==> src/rtl/ifu_iccm_dma_ctl.sv <==
// ICCM DMA/debug access controller: single outstanding byte..dword request, SECDED per 32b, RMW for sub-word writes.
// Optional: ICCM_DMA_ECC_CORRECT_EN enables single-bit correction; otherwise any nonzero syndrome is reported as error.
`ifndef RV_ICCM_BITS
`define RV_ICCM_BITS 16
`endif

module ifu_iccm_dma_ctl #(
  parameter int ICCM_ADDR_W = `RV_ICCM_BITS
) (
  input  logic                   clk,
  input  logic                   rst_l,
  input  logic                   req_valid,
  output logic                   req_ready,
  input  logic                   req_write,
  input  logic [2:0]             req_size,
  input  logic [ICCM_ADDR_W-1:0] req_addr,
  input  logic [63:0]            req_wdata,
  output logic                   rsp_valid,
  output logic [63:0]            rsp_rdata,
  output logic                   rsp_err,
  output logic                   ecc_sb_err,
  input  logic                   ifu_iccm_busy,
  output logic                   iccm_wren,
  output logic                   iccm_rden,
  output logic [ICCM_ADDR_W-3:0] iccm_rw_addr,
  output logic [2:0]             iccm_wr_size,
  output logic [77:0]            iccm_wr_data,
  input  logic [155:0]           iccm_rd_data
);

  localparam logic [2:0] IDLE     = 3'd0;
  localparam logic [2:0] ISSUE_RD = 3'd1;
  localparam logic [2:0] CAPTURE  = 3'd2;
  localparam logic [2:0] ISSUE_WR = 3'd3;
  localparam logic [2:0] RESP     = 3'd4;

`ifdef ICCM_DMA_ECC_CORRECT_EN
  localparam logic ECC_FIX = 1'b1;
`else
  localparam logic ECC_FIX = 1'b0;
`endif

  typedef struct packed {
    logic [31:0] data;
    logic        sb;
    logic        db;
  } dec_t;

  // Hamming check bits: data occupies the non-power-of-two positions 3..38.
  function automatic logic [5:0] ham6(input logic [31:0] d);
    logic [5:0] h;
    logic [5:0] pos;
    int         k;
    h = '0;
    k = 0;
    for (int p = 1; p <= 38; p++) begin
      pos = 6'(p);
      if ((pos & (pos - 6'd1)) != 6'd0) begin
        for (int i = 0; i < 6; i++)
          if (pos[i]) h[i] = h[i] ^ d[k];
        k++;
      end
    end
    return h;
  endfunction

  function automatic logic [38:0] ecc_enc(input logic [31:0] d);
    logic [5:0] h;
    h = ham6(d);
    return {^{d, h}, h, d};
  endfunction

  function automatic dec_t ecc_dec(input logic [38:0] cw, input logic fix);
    dec_t       r;
    logic [5:0] syn;
    logic [5:0] pos;
    logic       par;
    int         k;
    syn    = ham6(cw[31:0]) ^ cw[37:32];
    par    = ^cw;
    r.data = cw[31:0];
    r.sb   = par;
    r.db   = !par && (syn != 6'd0);
    k      = 0;
    for (int p = 1; p <= 38; p++) begin
      pos = 6'(p);
      if ((pos & (pos - 6'd1)) != 6'd0) begin
        if (fix && par && (pos == syn)) r.data[k] = ~r.data[k];
        k++;
      end
    end
    return r;
  endfunction

  logic [2:0]             state;
  logic                   write_q;
  logic [1:0]             size_q;
  logic [ICCM_ADDR_W-1:0] addr_q;
  logic [15:0]            wdata_q;
  logic                   err_q;
  logic                   sb_q;
  logic [63:0]            rdata_q;
  logic [77:0]            wr_data_q;

  logic        misalign;
  logic [38:0] cw_lo, cw_hi, cw0, cw1, merged_cw;
  logic [77:0] half;
  dec_t        dec0, dec1;
  logic        use1, sb_any, db_any, cap_err;
  logic [31:0] merged;
  logic [63:0] rd_sel;

  always_comb begin
    misalign = req_size[2]
             | ((req_size[1:0] == 2'd1) & req_addr[0])
             | ((req_size[1:0] == 2'd2) & (|req_addr[1:0]))
             | ((req_size[1:0] == 2'd3) & (|req_addr[2:0]));
    cw_lo = ecc_enc(req_wdata[31:0]);
    cw_hi = ecc_enc(req_wdata[63:32]);
  end

  // addr[3] picks the 78b half of the row; addr[2] picks the codeword (dword is 8B aligned, so cw0 is the low word).
  always_comb begin
    half    = addr_q[3] ? iccm_rd_data[155:78] : iccm_rd_data[77:0];
    cw0     = addr_q[2] ? half[77:39] : half[38:0];
    cw1     = half[77:39];
    dec0    = ecc_dec(cw0, ECC_FIX);
    dec1    = ecc_dec(cw1, ECC_FIX);
    use1    = (size_q == 2'd3);
    sb_any  = dec0.sb | (use1 & dec1.sb);
    db_any  = dec0.db | (use1 & dec1.db);
    cap_err = db_any | (!ECC_FIX & sb_any);
    merged  = dec0.data;
    if (size_q == 2'd0) merged[{addr_q[1:0], 3'b000} +: 8] = wdata_q[7:0];
    else                merged[{addr_q[1], 4'b0000} +: 16] = wdata_q;
    merged_cw = ecc_enc(merged);
    case (size_q)
      2'd0:    rd_sel = {56'd0, dec0.data[{addr_q[1:0], 3'b000} +: 8]};
      2'd1:    rd_sel = {48'd0, dec0.data[{addr_q[1], 4'b0000} +: 16]};
      2'd2:    rd_sel = {32'd0, dec0.data};
      default: rd_sel = {dec1.data, dec0.data};
    endcase
  end

  always_ff @(posedge clk or negedge rst_l) begin
    if (!rst_l) begin
      state     <= IDLE;
      write_q   <= 1'b0;
      size_q    <= 2'd0;
      addr_q    <= '0;
      wdata_q   <= '0;
      err_q     <= 1'b0;
      sb_q      <= 1'b0;
      rdata_q   <= '0;
      wr_data_q <= '0;
    end else begin
      case (state)
        IDLE: if (req_valid) begin
          write_q   <= req_write;
          size_q    <= req_size[1:0];
          addr_q    <= req_addr;
          wdata_q   <= req_wdata[15:0];
          err_q     <= misalign;
          sb_q      <= 1'b0;
          rdata_q   <= '0;
          wr_data_q <= (req_size[1:0] == 2'd3) ? {cw_hi, cw_lo} : {cw_lo, cw_lo};
          if (misalign)                     state <= RESP;
          else if (req_write && req_size[1]) state <= ISSUE_WR;
          else                              state <= ISSUE_RD;
        end
        ISSUE_RD: if (!ifu_iccm_busy) state <= CAPTURE;
        CAPTURE: begin
          err_q <= cap_err;
          sb_q  <= ECC_FIX & sb_any;
          if (write_q) begin
            wr_data_q <= {merged_cw, merged_cw};
            state     <= cap_err ? RESP : ISSUE_WR;
          end else begin
            rdata_q <= rd_sel;
            state   <= RESP;
          end
        end
        ISSUE_WR: if (!ifu_iccm_busy) state <= RESP;
        RESP:     state <= IDLE;
        default:  state <= IDLE;
      endcase
    end
  end

  assign req_ready    = (state == IDLE);
  assign iccm_rden    = (state == ISSUE_RD) & !ifu_iccm_busy;
  assign iccm_wren    = (state == ISSUE_WR) & !ifu_iccm_busy;
  assign iccm_wr_size = (state != ISSUE_WR) ? 3'd0 : ((size_q == 2'd3) ? 3'd3 : 3'd2);
  assign iccm_rw_addr = addr_q[ICCM_ADDR_W-1:2];
  assign iccm_wr_data = wr_data_q;
  assign rsp_valid    = (state == RESP);
  assign rsp_err      = rsp_valid & err_q;
  assign rsp_rdata    = rsp_valid ? rdata_q : 64'd0;
  assign ecc_sb_err   = rsp_valid & sb_q;

endmodule

==> config.mk <==
export PLATFORM = sky130hd
export DESIGN_NAME = ifu_iccm_dma_ctl
export DESIGN_NICKNAME = d
export VERILOG_FILES = /design/src/rtl/ifu_iccm_dma_ctl.sv
export SDC_FILE = /design/constraint.sdc
export NUM_CORES = 1
export LEC_CHECK = 0
export ABC_AREA = 1
export BUFFER_PORTS_ARGS = -buffer_cell sky130_fd_sc_hd__buf_2
export CORE_MARGIN = 3
export CORE_UTILIZATION = 25
export CTS_CLUSTER_SIZE = 14
export DETAILED_ROUTE_END_ITERATION = 6
export HOLD_SLACK_MARGIN = 0.02
export SYNTH_ARGS = -nofsm -noshare
export SYNTH_HDL_FRONTEND = slang
export SYNTH_SLANG_ARGS = --single-unit
==> constraint.sdc <==
create_clock -name clk -period 4.6 [get_ports clk]
set_clock_uncertainty 0.05 [all_clocks]
set_input_delay 0.23 -clock clk [delete_from_list [all_inputs] [get_ports clk]]
set_output_delay 0.23 -clock clk [all_outputs]
set_load 0.05 [all_outputs]
==> results of run 1 <==
[cell type report]
type / count / area, µm² / share of cell area
clock buffer: 17 / 425 / 0.0207
timing repair buffer: 473 / 2670 / 0.130
tap: 864 / 1080 / 0.0527
antenna: 4 / 10.0 / 0.000488
inverter: 256 / 963 / 0.0469
multi-input combinational: 2022 / 10700 / 0.520
sequential: 181 / 4530 / 0.221
clock inverter: 15 / 170 / 0.00829
[per-stage QoR]
| stage | area (µm²) | hold WS (ns) |
|---|---|---|
| after floorplan | 16800 | -0.116 |
| after detailed placement | 19600 | 0.204 |
| final | 20500 | 0.0462 |
| after global placement | 19600 | 0.207 |
| after global routing | 20500 | 0.0389 |
| after CTS | 20500 | 0.0205 |
[per-layer routing]
layer  up-vias  global-route usage  wire length [µm]
met3       144              0.0488              5710
met4         4              0.0742              2610
met2       738               0.324             33400
met1      8565               0.259             31100
li1       8943                   -                 -
met5         -                   0                21
[path summary, 6_finish.rpt]
kind | from | to | slack, ns | cells past startpoint
setup reg to reg | addr_q[0] | iccm_wr_data[77] | 0.78 | 26
setup / recovery | addr_q[0] | iccm_wr_data[77] | 0.78 | 26
min in group asynchronous | rst_l | rdata_q[16] | 0.23 | 2
hold / removal | req_wdata[39] | iccm_wr_data[46] | 0.05 | 3
hold reg to reg | addr_q[11] | addr_q[11] | 0.42 | 2
max in group asynchronous | rst_l | iccm_wr_data[55] | 3.12 | 3
[flip-flops by register name (all words and copies together), names as in the netlist]
signal        cells
iccm_wr_data     78
rdata_q          64
addr_q           16
wdata_q          16
state             3
size_q            2
err_q             1
write_q           1
[cell families (layout without fill, tap and decap cells)]
kind of cell               after synthesis  count (layout)  synth area share
and+or+nand+nor                       1376            1376             0.345
other                                    1               6          0.000223
adders and majority gates                4               4           0.00298
AOI/OAI and AO/OA                      354             354             0.123
buffers and inverters                  380             761            0.0983
xor gates and xnor gates               286             286             0.161
DFF                                    181             181             0.269
[repair_timing]
item,CTS,global route
endpoints found under the hold margin,87,0
setup endpoints to repair,0,0
hold buffers,30,0
[cells in the final DEF, fill, tap and decap left out, types with 5 or more instances in the layout]
| cell | n |
|---|---|
| a21oi_1 | 64 |
| a31oi_1 | 60 |
| buf_2 | 405 |
| buf_4 | 33 |
| clkbuf_16 | 17 |
| dfrtp_1 | 180 |
| dlygate4sd3_1 | 30 |
| inv_1 | 243 |
| inv_2 | 11 |
| nand2_1 | 819 |
| nand2_2 | 34 |
| nand3_1 | 259 |
| nand3_2 | 10 |
| nand3b_1 | 12 |
| nand4_1 | 15 |
| nor2_1 | 195 |
| nor3_1 | 6 |
| o211ai_1 | 14 |
| o21a_1 | 16 |
| o21ai_0 | 137 |
| o21ai_1 | 11 |
| o21ai_2 | 5 |
| o21bai_1 | 26 |
| o221ai_1 | 8 |
| o22ai_1 | 5 |
| or2_1 | 9 |
| xnor2_1 | 150 |
| xnor2_2 | 12 |
| xor2_1 | 114 |
| xor2_2 | 7 |
[cell usage after synthesis, types with 9 or more instances]
| cell type | n |
|---|---|
| nand4_1 | 15 |
| nand3_2 | 10 |
| o21a_1 | 16 |
| a31oi_1 | 60 |
| dfrtp_1 | 181 |
| nand2_1 | 821 |
| o21ai_0 | 138 |
| buf_4 | 24 |
| a21oi_1 | 64 |
| xnor2_1 | 150 |
| inv_2 | 10 |
| nor2_1 | 196 |
| clkbuf_1 | 60 |
| o21ai_1 | 11 |
| nand3b_1 | 12 |
| or2_1 | 9 |
| buf_1 | 13 |
| xnor2_2 | 12 |
| nand2_2 | 33 |
| o211ai_1 | 14 |
| buf_2 | 13 |
| buf_6 | 12 |
| o21bai_1 | 26 |
| xor2_1 | 114 |
| nand3_1 | 259 |
| inv_1 | 245 |
[worst max-delay path, delay by kind of cell (launching register included)]
| family | cells | cell delay (ns) |
|---|---|---|
| AO/OA/AOI/OAI | 2 | 0.27 |
| flip-flops | 1 | 0.69 |
| AND/OR/NAND/NOR | 19 | 2.04 |
| adder cells (fa/ha/maj) | 1 | 0.37 |
| buffers and inverters | 4 | 0.34 |
==> flow_metrics.env, run 1 <==
export IMPL_status="finished, violations left"
export IMPL_violations="design-rule violations"
export IMPL_grt_pass1_wl_mm=107
export IMPL_syn_to_final_growth_pct=22.0
export IMPL_slew_headroom=0.130
export IMPL_period_share=0.829
export IMPL_cap_violations=0
export IMPL_clk_pin_slew_ns=0.08
export IMPL_antenna_found_initial=8
export IMPL_grt_pass1_vias=16900
export IMPL_via_count=18400
export IMPL_syn_avg_cell_area_um2=6.51
export IMPL_critPathSlowestCell="dfrtp_1"
export IMPL_wl_per_cell_um=19.0
export IMPL_synthTopCellsByArea="dfrtp_1, nand2_1, xnor2_1, nand3_1, xor2_1"
export IMPL_cts_root_buf="clkbuf_16"
export IMPL_clockBufferDepth=2
export IMPL_initial_core_util=0.254
export IMPL_drv_slew=0
export IMPL_post_cts_resized=0
export IMPL_die_w_um=265
export IMPL_finalHoldViolCount=0
export IMPL_critPathCaptureType="flop"
export IMPL_async_reset_ff_frac=1.00
export IMPL_setup_viol=0
export IMPL_n_fill_cell=7305
export IMPL_syn_area_mm2=0.0168
export IMPL_drt_first_pass_iters=7
export IMPL_yosysSeqAreaShare=0.269
export IMPL_min_period_ns=3.82
export IMPL_io_buffers=406
export IMPL_path_common_cell="nand2_1"
export IMPL_synth_seq_cells=181
export IMPL_hp_class="input port to flop"
export IMPL_clock_sinks=181
export IMPL_crit_type="flop to flop"
export IMPL_drive_gt1_frac=0.196
export IMPL_viasPerCell=4.80
export IMPL_route_detailed_drc=1
export IMPL_htreeDepth=4
export IMPL_tns_ns=0
export IMPL_cts_tree="yes"
export IMPL_start_kind="flop"
export IMPL_place_congestion=0.984
export IMPL_grt_ovfl_total=0
export IMPL_final_core_util=0.310
export IMPL_critPathMaxFanout=17
export IMPL_wl_mm=72.8
export IMPL_die_area_mm2=0.0704
export IMPL_synth_warnings=0
export IMPL_grt_max_degree=125
export IMPL_fin_nets=3199
export IMPL_yosys_area_top_type="dfrtp_1"
export IMPL_rsz0062_at_grt="no"
export IMPL_worst_slew_pin_slew_ns=1.31
export IMPL_synth_top_cell_area_share=0.269
export IMPL_fin_ws_ns=0.785
export IMPL_max_freq_mhz=262
export IMPL_crit_arrival_ns=4.18
export IMPL_std_cell_rows=94
export IMPL_grt_util_all_layers=0.200
export IMPL_ys_types=47
export IMPL_synth_edf_count=0
export IMPL_placed_cells=3766
export IMPL_cts_buffers_inserted=17
export IMPL_critPathRequiredTime_ns=4.97
export IMPL_core_mm2=0.0662
export IMPL_pin_count=409
export IMPL_post_cts_buffers=0
export IMPL_synth_main_ff_cell="dfrtp_1"
export IMPL_crit_path_max_incr_delay_ns=0.69
export IMPL_layout_cells_non_filler=3832
export IMPL_clk_latency_ns=0.49
export IMPL_postRouteAntennaNets=0
export IMPL_synthesis_instances=2582
export IMPL_dpl_worst_slack_ns=0.881
export IMPL_place_hpwl_mm=59.1
export IMPL_drt_iter0_drc=1529
export IMPL_die_h_um=265
Power of run 1 is not shown: default switching activity piles up to over one toggle a cycle in this logic, so the estimate is an artifact.
==> run 2, diff against run 1 <==
==> constraint.sdc (replaced) <==
create_clock -name clk -period 3.4 [get_ports clk]
set_clock_uncertainty 0.05 [all_clocks]
set_input_delay 0.17 -clock clk [delete_from_list [all_inputs] [get_ports clk]]
set_output_delay 0.17 -clock clk [all_outputs]
set_load 0.05 [all_outputs]
==> flow_metrics.env, run 2 (synthesized netlist as in run 1, its figures left out) <==
export IMPL_cts_tree="yes"
export IMPL_route_detailed_drc=0
export IMPL_setup_viol=0
export IMPL_fin_nets=3303
export IMPL_grt_max_degree=85
export IMPL_design_area_mm2=0.0229
export IMPL_clk_pin_slew_ns=0.08
export IMPL_worst_slew_pin_slew_ns=1.04
export IMPL_min_period_ns=3.27
export IMPL_placed_cells=3801
export IMPL_pin_count=409
export IMPL_core_mm2=0.0662
export IMPL_cts_buffers_inserted=17
export IMPL_critPathSlowestCell="dfrtp_4"
export IMPL_postRouteAntennaNets=0
export IMPL_final_core_util=0.346
export IMPL_crit_type="flop to flop"
export IMPL_htreeDepth=4
export IMPL_path_common_cell="nand2_1"
export IMPL_wl_per_cell_um=19.6
export IMPL_wl_mm=77.2
export IMPL_largest_register_ffs=78
export IMPL_die_area_mm2=0.0704
export IMPL_place_congestion=0.992
export IMPL_period_share=0.960
export IMPL_start_kind="flop"
export IMPL_via_count=19100
export IMPL_mostFrequentLayoutCell="nand2_1"
export IMPL_layout_cells_non_filler=3932
export IMPL_critPathCaptureType="flop"
export IMPL_crit_arrival_ns=3.64
export IMPL_critPathRequiredTime_ns=3.78
export IMPL_drt_first_pass_iters=6
export IMPL_status="completed"
export IMPL_place_area_mm2=0.0199
export IMPL_finalHoldViolCount=0
export IMPL_drive_gt1_frac=0.271
export IMPL_hp_class="input port to flop"
export IMPL_grt_util_all_layers=0.207
export IMPL_critPathMaxFanout=7
export IMPL_slew_headroom=0.304
export IMPL_std_cell_rows=94
export IMPL_final_cell_mix="nand2_1, buf_2, inv_1, nand3_1, nor2_1"
export IMPL_initial_core_util=0.254
export IMPL_clockBufferDepth=2
export IMPL_place_hpwl_mm=60.9
export IMPL_dpl_worst_slack_ns=-0.0293
export IMPL_grt_pass1_wl_mm=111
export IMPL_die_h_um=265
export IMPL_crit_path_max_incr_delay_ns=0.59
export IMPL_path_buf_inv=5
export IMPL_io_buffers=406
export IMPL_clock_sinks=181
export IMPL_die_w_um=265
export IMPL_cp_top_family="simple AND/OR/NAND/NOR gates"
export IMPL_diodes=0
export IMPL_cap_violations=0
export IMPL_grt_pass1_vias=17700
export IMPL_fin_ws_ns=0.135
export IMPL_antenna_found_initial=1
export IMPL_rsz0062_at_grt="yes"
export IMPL_syn_to_final_growth_pct=36.0
export IMPL_drv_slew=0
export IMPL_clk_latency_ns=0.49
export IMPL_cts_root_buf="clkbuf_16"
export IMPL_viasPerCell=4.86
export IMPL_grt_ovfl_total=0
export IMPL_path_cells="buf_4, clkbuf_16, nand2_2, nand3_4, nand2_4, xnor2_1, buf_4, or2_1, nand2_2, inv_2, nand2_2, nand3_1, nand3_1, nand2_1, nand3b_1, nand2_1, inv_2, nor2_4, nand4_1, o21ai_1, nand2_1, nand2_1"
export IMPL_drt_iter0_drc=1818
export IMPL_max_freq_mhz=306
[run 2: cell count changes in the layout (fill, tap and decap cells not counted), sizes merged]
cell | previous run | this run
clkinv | 7 | 5
clkbuf | 18 | 24
buf | 442 | 511
bufinv | 1 | 2
diode | 4 | 0
dlygate4sd3 | 30 | 60
[run 2: per-layer routing]
metal / track usage / vias up / share of wire
li1: - / 9150 / -
met1: 0.269 / 8970 / 0.42
met2: 0.343 / 824 / 0.47
met3: 0.0423 / 164 / 0.079
met4: 0.0717 / 2 / 0.036
met5: 0 / - / 0.000091
[run 2: metrics by stage]
| step | hold slack, ns | setup TNS [ns] |
|---|---|---|
| after floorplan | -0.176 | 0 |
| after detailed placement | 0.224 | -0.0537 |
| final | 0.0646 | 0 |
| after global routing | 0.0561 | -0.146 |
| after global placement | 0.224 | 0 |
| after CTS | 0.0241 | 0 |
[run 2: timing repair]
item / 4_1_cts / 5_1_grt
pin swaps: 0 / 49
endpoints found under the hold margin: 142 / 0
gates resized for setup: 1 / 267
hold buffers: 60 / 0
setup buffers: 0 / 32
setup endpoints to repair: 2 / 6
cloned: 0 / 7
[run 2: worst paths after layout]
| check | start | to | slack (ns) | cells past startpoint |
|---|---|---|---|---|
| max | addr_q[3] | state[0] | 0.13 | 22 |
| min | req_wdata[40] | iccm_wr_data[47] | 0.06 | 3 |
| max reg2reg | addr_q[3] | state[0] | 0.13 | 22 |
| min reg2reg | addr_q[14] | addr_q[14] | 0.42 | 2 |
| max in group asynchronous | rst_l | rdata_q[45] | 2.11 | 3 |
| min in group asynchronous | rst_l | rdata_q[29] | 0.23 | 2 |
[run 2: final cells by class]
cell class | count | area (µm²)
multi-input combinational | 2022 | 11900
tap | 864 | 1080
inverter | 256 | 977
clock inverter | 14 | 181
sequential | 181 | 4530
clock buffer | 18 | 439
fill | 7103 | 43300
timing repair buffer | 577 | 3780
[run 2: worst register-to-register path, stage by stage (launching register included)]
cell	delay, ns
dfrtp_4	0.59
buf_4	0.19
clkbuf_16	0.17
nand2_2	0.08
nand3_4	0.14
nand2_4	0.10
xnor2_1	0.11
buf_4	0.17
or2_1	0.21
nand2_2	0.08
inv_2	0.05
nand2_2	0.08
nand3_1	0.10
nand3_1	0.10
nand2_1	0.09
nand3b_1	0.16
nand2_1	0.07
inv_2	0.04
nor2_4	0.19
nand4_1	0.19
o21ai_1	0.12
nand2_1	0.06
nand2_1	0.05
Power of run 2 is left out for the same reason.
